$ cat src/rtl/maquina_refrigerantes_param.sv
// Vending controller: accumulates coin credit, vends NUM_PRODUCTS products at a fixed
// PRICE with per-product stock, and returns change one credit unit per cycle.
//
// state   | meaning
// IDLE    | no credit held; restock allowed
// CREDITO | credit > 0, waiting for more coins, purchase or cancel
// VEND    | one-cycle dispense pulse
// TROCO   | returning credit, one unit per cycle
module maquina_refrigerantes_param #(
    parameter int PRICE        = 3,
    parameter int MAX_CREDIT   = 15,
    parameter int COIN_W       = 3,
    parameter int NUM_PRODUCTS = 4,
    parameter int STOCK_W      = 4,
    parameter int STOCK_INIT   = 5,
    localparam int CREDIT_W    = $clog2(MAX_CREDIT + 1),
    localparam int SEL_W       = (NUM_PRODUCTS > 1) ? $clog2(NUM_PRODUCTS) : 1
) (
    input  logic                clock,
    input  logic                reset,
    input  logic                moeda,
    input  logic [COIN_W-1:0]   moeda_valor,
    input  logic                compra,
    input  logic [SEL_W-1:0]    produto,
    input  logic                desiste,
    input  logic                reabastece,
    output logic                refri,
    output logic [SEL_W-1:0]    refri_id,
    output logic                troco,
    output logic                recusa,
    output logic                esgotado,
    output logic [CREDIT_W-1:0] credito,
    output logic                ocupado
);
    localparam int SUM_W = ((CREDIT_W > COIN_W) ? CREDIT_W : COIN_W) + 1;
    localparam logic [SUM_W-1:0]    MAX_C   = SUM_W'(MAX_CREDIT);
    localparam logic [CREDIT_W-1:0] PRICE_C = CREDIT_W'(PRICE);
    localparam logic [SEL_W:0]      NP_C    = (SEL_W + 1)'(NUM_PRODUCTS);
    localparam logic [STOCK_W-1:0]  INIT_C  = STOCK_W'(STOCK_INIT);

    typedef enum logic [1:0] {IDLE, CREDITO, VEND, TROCO} state_t;

    state_t state, state_nxt;
    logic [STOCK_W-1:0]  stock [NUM_PRODUCTS];
    logic [STOCK_W-1:0]  stock_sel;
    logic [SUM_W-1:0]    soma;
    logic                sel_ok;
    logic [CREDIT_W-1:0] credito_nxt;
    logic [SEL_W-1:0]    refri_id_nxt;
    logic                refri_nxt, troco_nxt, recusa_nxt, esgotado_nxt;
    logic                vend_en, restock_en;

    assign soma      = SUM_W'(credito) + SUM_W'(moeda_valor);
    assign sel_ok    = {1'b0, produto} < NP_C;
    assign stock_sel = sel_ok ? stock[produto] : '0;

    always_comb begin
        state_nxt    = state;
        credito_nxt  = credito;
        refri_nxt    = 1'b0;
        refri_id_nxt = '0;
        troco_nxt    = 1'b0;
        recusa_nxt   = 1'b0;
        esgotado_nxt = 1'b0;
        vend_en      = 1'b0;
        restock_en   = 1'b0;
        case (state)
            IDLE, CREDITO: begin
                restock_en = (state == IDLE) && reabastece;
                // A coin arriving with an acted-on cancel/purchase is bounced back.
                if (desiste && credito != '0) begin
                    state_nxt  = TROCO;
                    troco_nxt  = 1'b1;
                    recusa_nxt = moeda;
                end else if (compra && (!sel_ok || stock_sel == '0)) begin
                    esgotado_nxt = 1'b1;
                    recusa_nxt   = moeda;
                end else if (compra && credito >= PRICE_C) begin
                    state_nxt    = VEND;
                    vend_en      = 1'b1;
                    refri_nxt    = 1'b1;
                    refri_id_nxt = produto;
                    credito_nxt  = credito - PRICE_C;
                    recusa_nxt   = moeda;
                end else if (moeda && moeda_valor != '0) begin
                    if (soma > MAX_C) begin
                        recusa_nxt = 1'b1;
                    end else begin
                        credito_nxt = soma[CREDIT_W-1:0];
                        state_nxt   = CREDITO;
                    end
                end
            end
            VEND: begin
                recusa_nxt = moeda;
                if (credito != '0) begin
                    state_nxt = TROCO;
                    troco_nxt = 1'b1;
                end else begin
                    state_nxt = IDLE;
                end
            end
            TROCO: begin
                // credito counts the units still owed, including the one on troco now.
                recusa_nxt = moeda;
                if (credito <= CREDIT_W'(1)) begin
                    state_nxt   = IDLE;
                    credito_nxt = '0;
                end else begin
                    credito_nxt = credito - CREDIT_W'(1);
                    troco_nxt   = 1'b1;
                end
            end
            default: begin
                state_nxt   = IDLE;
                credito_nxt = '0;
            end
        endcase
    end

    always_ff @(posedge clock or negedge reset) begin
        if (!reset) begin
            state    <= IDLE;
            credito  <= '0;
            refri    <= 1'b0;
            refri_id <= '0;
            troco    <= 1'b0;
            recusa   <= 1'b0;
            esgotado <= 1'b0;
            ocupado  <= 1'b0;
            for (int i = 0; i < NUM_PRODUCTS; i++) stock[i] <= INIT_C;
        end else begin
            state    <= state_nxt;
            credito  <= credito_nxt;
            refri    <= refri_nxt;
            refri_id <= refri_id_nxt;
            troco    <= troco_nxt;
            recusa   <= recusa_nxt;
            esgotado <= esgotado_nxt;
            ocupado  <= (state_nxt == VEND) || (state_nxt == TROCO);
            if (restock_en) begin
                for (int i = 0; i < NUM_PRODUCTS; i++) stock[i] <= INIT_C;
            end else if (vend_en) begin
                stock[produto] <= stock[produto] - STOCK_W'(1);
            end
        end
    end
endmodule

$ cat config.mk
export PLATFORM = sky130hd
export DESIGN_NAME = maquina_refrigerantes_param
export DESIGN_NICKNAME = d
export VERILOG_FILES = /design/src/rtl/maquina_refrigerantes_param.sv
export SDC_FILE = /design/constraint.sdc
export NUM_CORES = 1
export LEC_CHECK = 0
export ABC_CLOCK_PERIOD_IN_PS = 2720
export CAP_MARGIN = 30
export CORE_ASPECT_RATIO = 1.1
export CORE_MARGIN = 1.5
export CORE_UTILIZATION = 25
export DETAILED_ROUTE_END_ITERATION = 10
export GPL_TIMING_DRIVEN = 0
export PLACE_DENSITY_LB_ADDON = 0.3
export SETUP_SLACK_MARGIN = 0.2
export SYNTH_ARGS = -nofsm -noshare
export SYNTH_HDL_FRONTEND = slang
export SYNTH_SLANG_ARGS = --single-unit
$ cat constraint.sdc
create_clock -name clock -period 2.72 [get_ports clock]
set_clock_uncertainty 0.2 [all_clocks]
set_input_delay 0.272 -clock clock [delete_from_list [all_inputs] [get_ports clock]]
set_output_delay 0.272 -clock clock [all_outputs]
set_load 0.02 [all_outputs]
# Word-level counts from Yosys, hierarchy flattened
# Index checks and enable logic that the tools add are counted.
dict set report totals {
  word_cells 92
  output_inout_bits 11
  ff_bits 29
  input_bits 11
}
dict set report op_classes {
  reduce_logical 16
  order_cmp 5
  mux 45
  n_addsub 4
  bitwise 1
  n_eq_ne 9
}
# cell count
set op_table {}
lappend op_table {{$mux W4} 9}
lappend op_table {{$mux W16} 2}
lappend op_table {{$mux W2} 11}
lappend op_table {{$bwmux W16} 1}
lappend op_table {{$mux W1} 16}
lappend op_table {{$bmux W4 S2} 1}
lappend op_table {{$demux W4 S2} 1}
lappend op_table {{$eq A2 B2 Y1 const B} 4}
lappend op_table {{$pmux W4 S2} 1}
lappend op_table {{$sub A4 B1 Y4 const B} 2}
lappend op_table {{$logic_and A1 B1 Y1} 6}
lappend op_table {{$ne A3 B3 Y1 const B} 2}
lappend op_table {{$pmux W2 S3} 1}
lappend op_table {{$add A4 B3 Y5} 1}
lappend op_table {{$gt A5 B4 Y1 const B} 1}
lappend op_table {{$reduce_and A5 Y1} 1}
lappend op_table {{$ge A4 B2 Y1 const B} 1}
lappend op_table {{$le A4 B1 Y1 const B} 1}
lappend op_table {{$logic_not A4 Y1} 1}
lappend op_table {{$ne A2 B2 Y1 const B} 2}
lappend op_table {{$reduce_bool A2 Y1} 2}
lappend op_table {{$reduce_bool A4 Y1} 1}
lappend op_table {{$reduce_or A2 Y1} 2}
lappend op_table {{$sub A4 B2 Y4 const B} 1}
lappend op_table {{other kinds (9)} 9}

# Logic depth before layout (Yosys ltp)
dict set report depth {
  ltp_word 11
  mapped_depth 9
  mapped_depth_nobuf 8
}

# Worst setup path after synthesis
# Ideal clock, no wire load.
dict set report synth_path {
  path_kind {register to register}
  start {reg credito[0]}
  end {reg credito[3]}
  path_buffers 0
  arrival_ns 2.109
  slack_ns 0.342
  path_stages_with_launch 8
  setup_ns 0.069
  required_time_ns 2.451
  synth_period_minus_slack_ns 2.378
  path_cell_list {dfrtp_1 -> ha_1 -> fa_1 -> a21o_1 -> a21oi_1 -> o221ai_2 -> or3_1 -> nand3_1}
}
dict set report synth_between {
  elab_chain_cells 7
  elab_cells_between_ends 20
  cone_classes {add/sub: 3; order compare: 3; eq/ne: 3; mux: 7; reduce/logical: 4}
}
# item line_no
set synth_lines {}
lappend synth_lines {{start, declared} 32} ;# output logic [CREDIT_W-1:0] credito,
lappend synth_lines {{start signal, assigned} 134} ;# credito <= credito_nxt;
lappend synth_lines {{parallel branches: the longest is 7 deep, another holds $add A4 B3 Y5} n/a}
# Several ways; the timed one is not identified. The select of a mux whose other input is x is not followed.
# A chain may end at the register's enable or synchronous reset.

# Worst setup path in the final report
dict set report layout_path {
  start {reg stock[0] (netlist name)}
  end {reg credito[2]}
}
dict set report layout_between {
  elab_chain_cells 7
}
# item line_no
set layout_lines {}
lappend layout_lines {{start, declared} 44} ;# logic [STOCK_W-1:0] stock [NUM_PRODUCTS];
lappend layout_lines {{start signal, assigned by index} 144} ;# stock[produto] <= stock[produto] - STOCK_W'(1);
lappend layout_lines {{$bmux W4 S2} 55} ;# assign stock_sel = sel_ok ? stock[produto] : '0;
lappend layout_lines {{$mux W4 (implied by the code) (2 in series)} 55}
lappend layout_lines {{$logic_not A4 Y1} 75} ;# end else if (compra && (!sel_ok || stock_sel == '0)) begin
lappend layout_lines {{$logic_and A1 B1 Y1} 75}
lappend layout_lines {{$ne A2 B2 Y1 (no line)} n/a}
lappend layout_lines {{$reduce_and A5 Y1 (no line)} n/a}
# No other way between the ends. The select of a mux whose other input is x is not followed.

==> results.cfg <==
[sta]
max_slew_violation_total_from_the_final_report = 0
setup_violations = 0
timing.setup.tns_ns = 0
hold_viol = 0
timing.final.crit_share = 0.912
finalWorstPathRequiredPeriod_ns = 2.48
maxClockFrequency_mhz = 403
slew_headroom = 0.532
unrepaired_setup_endpoints_after_global_routing = yes
tightestPinTransition_ns = 0.700

[worst_setup_path]
critical_path_peak_fanout = 4
worstSetupEndpointType = flip-flop
critical_path.slowest_cell = sky130_fd_sc_hd__mux4_2
critical_path.cell_chain = mux4_2 > inv_2 > ha_4 > and3b_1 > a22oi_4 > buf_4 > o221ai_4 > nand2_2 > o221a_2
critPathArrivalTime_ns = 2.46
worst-setup-path-type = reg2reg
critPathRequiredTime_ns = 2.70
delay_contributed_by_the_slowest_stage_of_the_critical_path_ns = 0.51
startpoint_type = flip-flop

[final_layout]
layout-area-overhead-vs-synth_pct = 33.9
nets = 224
fin_cells = 284
insertedDiodeCount = 0
fraction_of_layout_instances_using_a_drive_strength_above_1 = 0.257
finalCoreUtilization = 0.353

[power_and_ir_drop]
peakVddDrop_v = 0.000323
leakage_nw = 1.05
power.internal_mw = 1.32
share_of_total_power_in_combinational_logic = 0.540
switching_component_of_the_power_mw = 0.917
clock_power_share = 0.150
cellPowerDensity_nw_per_um2 = 946
switching_share = 0.410
power_frac_seq = 0.310

[detailed_routing]
drtPass1Iterations = 4
routed_wirelength_mm = 3.92
average_routed_wire_per_standard_cell_um = 13.8
routed_via_count = 1382
route.antenna.remaining_nets = 0
route.detailed.drc = 0
vias_per_cell = 4.87
drt_first_iter_violations = 46

[global_route]
grt_antenna_before_repair = 0
first_global_vias = 1416
grt_overflow_total = 0
grt_start_max_net_pins = 17
global_route.usage.total = 0.108
grt_pass1_wl_mm = 6.83

[floorplan]
floorplan.die_area_um2 = 7580
floorplan.initialDensity = 0.263
floorplan.core_area_um2 = 6710
fp-row-count = 31
fp.dieW_um = 83.2
die_y_um = 91.2
ios = 22

[clock_network]
clock_path_buffers = 2
tritoncts.num_buffers = 3
worst_setup_hold_path_clk_slew_ns = 0.10
cts.hold.buffers_added = 0
clockRootBuffer = sky130_fd_sc_hd__clkbuf_8
h_tree_lvl_count = 1
numClockSinks = 28
clk-insertion-delay-late_ns = 0.28
tritoncts = done

[synth]
netlist_top_cells_area = sky130_fd_sc_hd__dfrtp_1 (28%), sky130_fd_sc_hd__dfstp_2 (12%), sky130_fd_sc_hd__mux2i_1 (7.4%)
ys_seq_elements = 28
yosys.area.top_type_share = 0.283
synthesis.yosys.warnings = 0
synth_top_area_cell = sky130_fd_sc_hd__dfrtp_1
ys_types = 46
synth_sequential_area_ratio = 0.402
avgSynthCellArea_um2 = 10.6
post_synth_inst_count = 166
mappedNetlistArea_um2 = 1770
synth_flop_cell = sky130_fd_sc_hd__dfrtp_1
post_synth_edffs = 0
synth_nets = 187
async_flop_share = 1.00

[placed_design]
numPlacedInstances = 270
hpwlAfterDp_mm = 2.81
count_of_buffers_inserted_at_the_top_level_ports = 21
routability_congestion = 0.789

[status]
status = completed

[worst_hold_path]
holdCritPathClass = in2async

[run]
max-cap-violations = 0
## cells in the mapped netlist (all sizes together), types with 3 or more instances
master	instances
dfrtp	20
nor2	15
mux2i	13
nand2	13
a21oi	10
ha	9
dfstp	8
inv	8
o21ai	8
xor2	7
and2	5
buf	5
mux4	4
o2111ai	4
o31ai	4
nand3	3
## worst paths after layout
kind / startpoint / endpoint / slack (ns) / depth (start not counted)
min in group clock: moeda / recusa$_DFF_PN0_ / 0.33 / 3
max in group asynchronous: reset / stock[6]$_DFFE_PN1P_ / 1.50 / 2
worst max-delay path: stock[0]$_DFFE_PN1P_ / credito[2]$_DFFE_PN0P_ / 0.24 / 9
worst max register to register: stock[0]$_DFFE_PN1P_ / credito[2]$_DFFE_PN0P_ / 0.24 / 9
worst min-delay path: reset / credito[3]$_DFFE_PN0P_ / 0.21 / 1
worst min register to register: stock[15]$_DFFE_PN0P_ / stock[15]$_DFFE_PN0P_ / 0.34 / 2
## placed cells by master, fill, tap and decap left out, types with 6 or more instances in the layout
cell,synthesis,layout
sky130_fd_sc_hd__nor2_1,15,15
sky130_fd_sc_hd__xor2_1,7,7
sky130_fd_sc_hd__dfrtp_1,20,19
sky130_fd_sc_hd__buf_4,0,6
sky130_fd_sc_hd__nand2_1,13,12
sky130_fd_sc_hd__ha_1,9,8
sky130_fd_sc_hd__mux2i_1,13,13
sky130_fd_sc_hd__o21ai_0,8,8
sky130_fd_sc_hd__a21oi_1,9,7
sky130_fd_sc_hd__inv_1,8,6
sky130_fd_sc_hd__dfstp_2,8,8
sky130_fd_sc_hd__clkdlybuf4s50_1,0,19
## through the flow
stage	worst slack (ns)	instance area, um^2	power, mW	hold WS (ns)
final	0.238	2370	2.24	0.208
after global routing	0.120	2370	2.43	0.262
after CTS	0.202	2310	2.20	0.226
after detailed placement	-0.429	2090	1.77	0.314
after global placement	-0.404	2080	1.76	0.306
after floorplan	0.342	1770	1.44	-0.224
## worst max-delay path, delay by kind of cell (launching register included)
| kind | cells | cell delay, ns |
|---|---|---|
| simple gates | 2 | 0.31 |
| fa+ha+maj | 1 | 0.13 |
| compound gates | 3 | 0.57 |
| mux | 1 | 0.51 |
| flops | 1 | 0.39 |
| buf+inv | 2 | 0.27 |
## registers in the layout, summed over array words and instances, names as in the netlist
signal	cells
stock	16
credito	4
refri_id	2
esgotado	1
ocupado	1
recusa	1
refri	1
state	1
troco	1
## repair_timing
item | 4_1_cts | 5_1_grt
resized for setup | 17 | 9
pin swaps | 4 | 5
setup buffers | 7 | 3
endpoints found under the setup margin | 26 | 23
## final cells by class
type / instances / area (um^2)
fill: 671 / 4340
multi-input combinational: 123 / 1080
sequential: 28 / 712
timing repair buffer: 32 / 323
tap: 82 / 103
buffer: 7 / 45.0
clock buffer: 3 / 41.3
clock inverter: 1 / 30.0
inverter: 8 / 30.0
## per-layer routing
layer	track usage	vias up	routed length (um)
li1	-	674	-
met3	0.0100	8	56
met1	0.142	683	1800
met4	0.0458	0	89
met5	0	-	0
met2	0.182	17	1970
## power groups by stage
stage | Clock [mW] | Sequential, mW | Combinational [mW]
after floorplan | 0 | 0.735 | 0.710
after global placement | 0 | 0.698 | 1.06
after detailed placement | 0 | 0.697 | 1.07
after CTS | 0.344 | 0.690 | 1.16
after global routing | 0.362 | 0.717 | 1.35
final | 0.336 | 0.693 | 1.21
## logic make-up (layout without fill, tap and decap cells)
logic type / after synthesis / count (layout) / synth area share
simple gates: 47 / 47 / 0.131
mux: 17 / 17 / 0.125
flops: 28 / 28 / 0.402
fa+ha+maj: 10 / 10 / 0.0751
buf+inv: 15 / 51 / 0.0382
xor+xnor: 8 / 8 / 0.0397
compound gates: 41 / 41 / 0.189
Note: power is estimated with default switching activity, not from simulation.
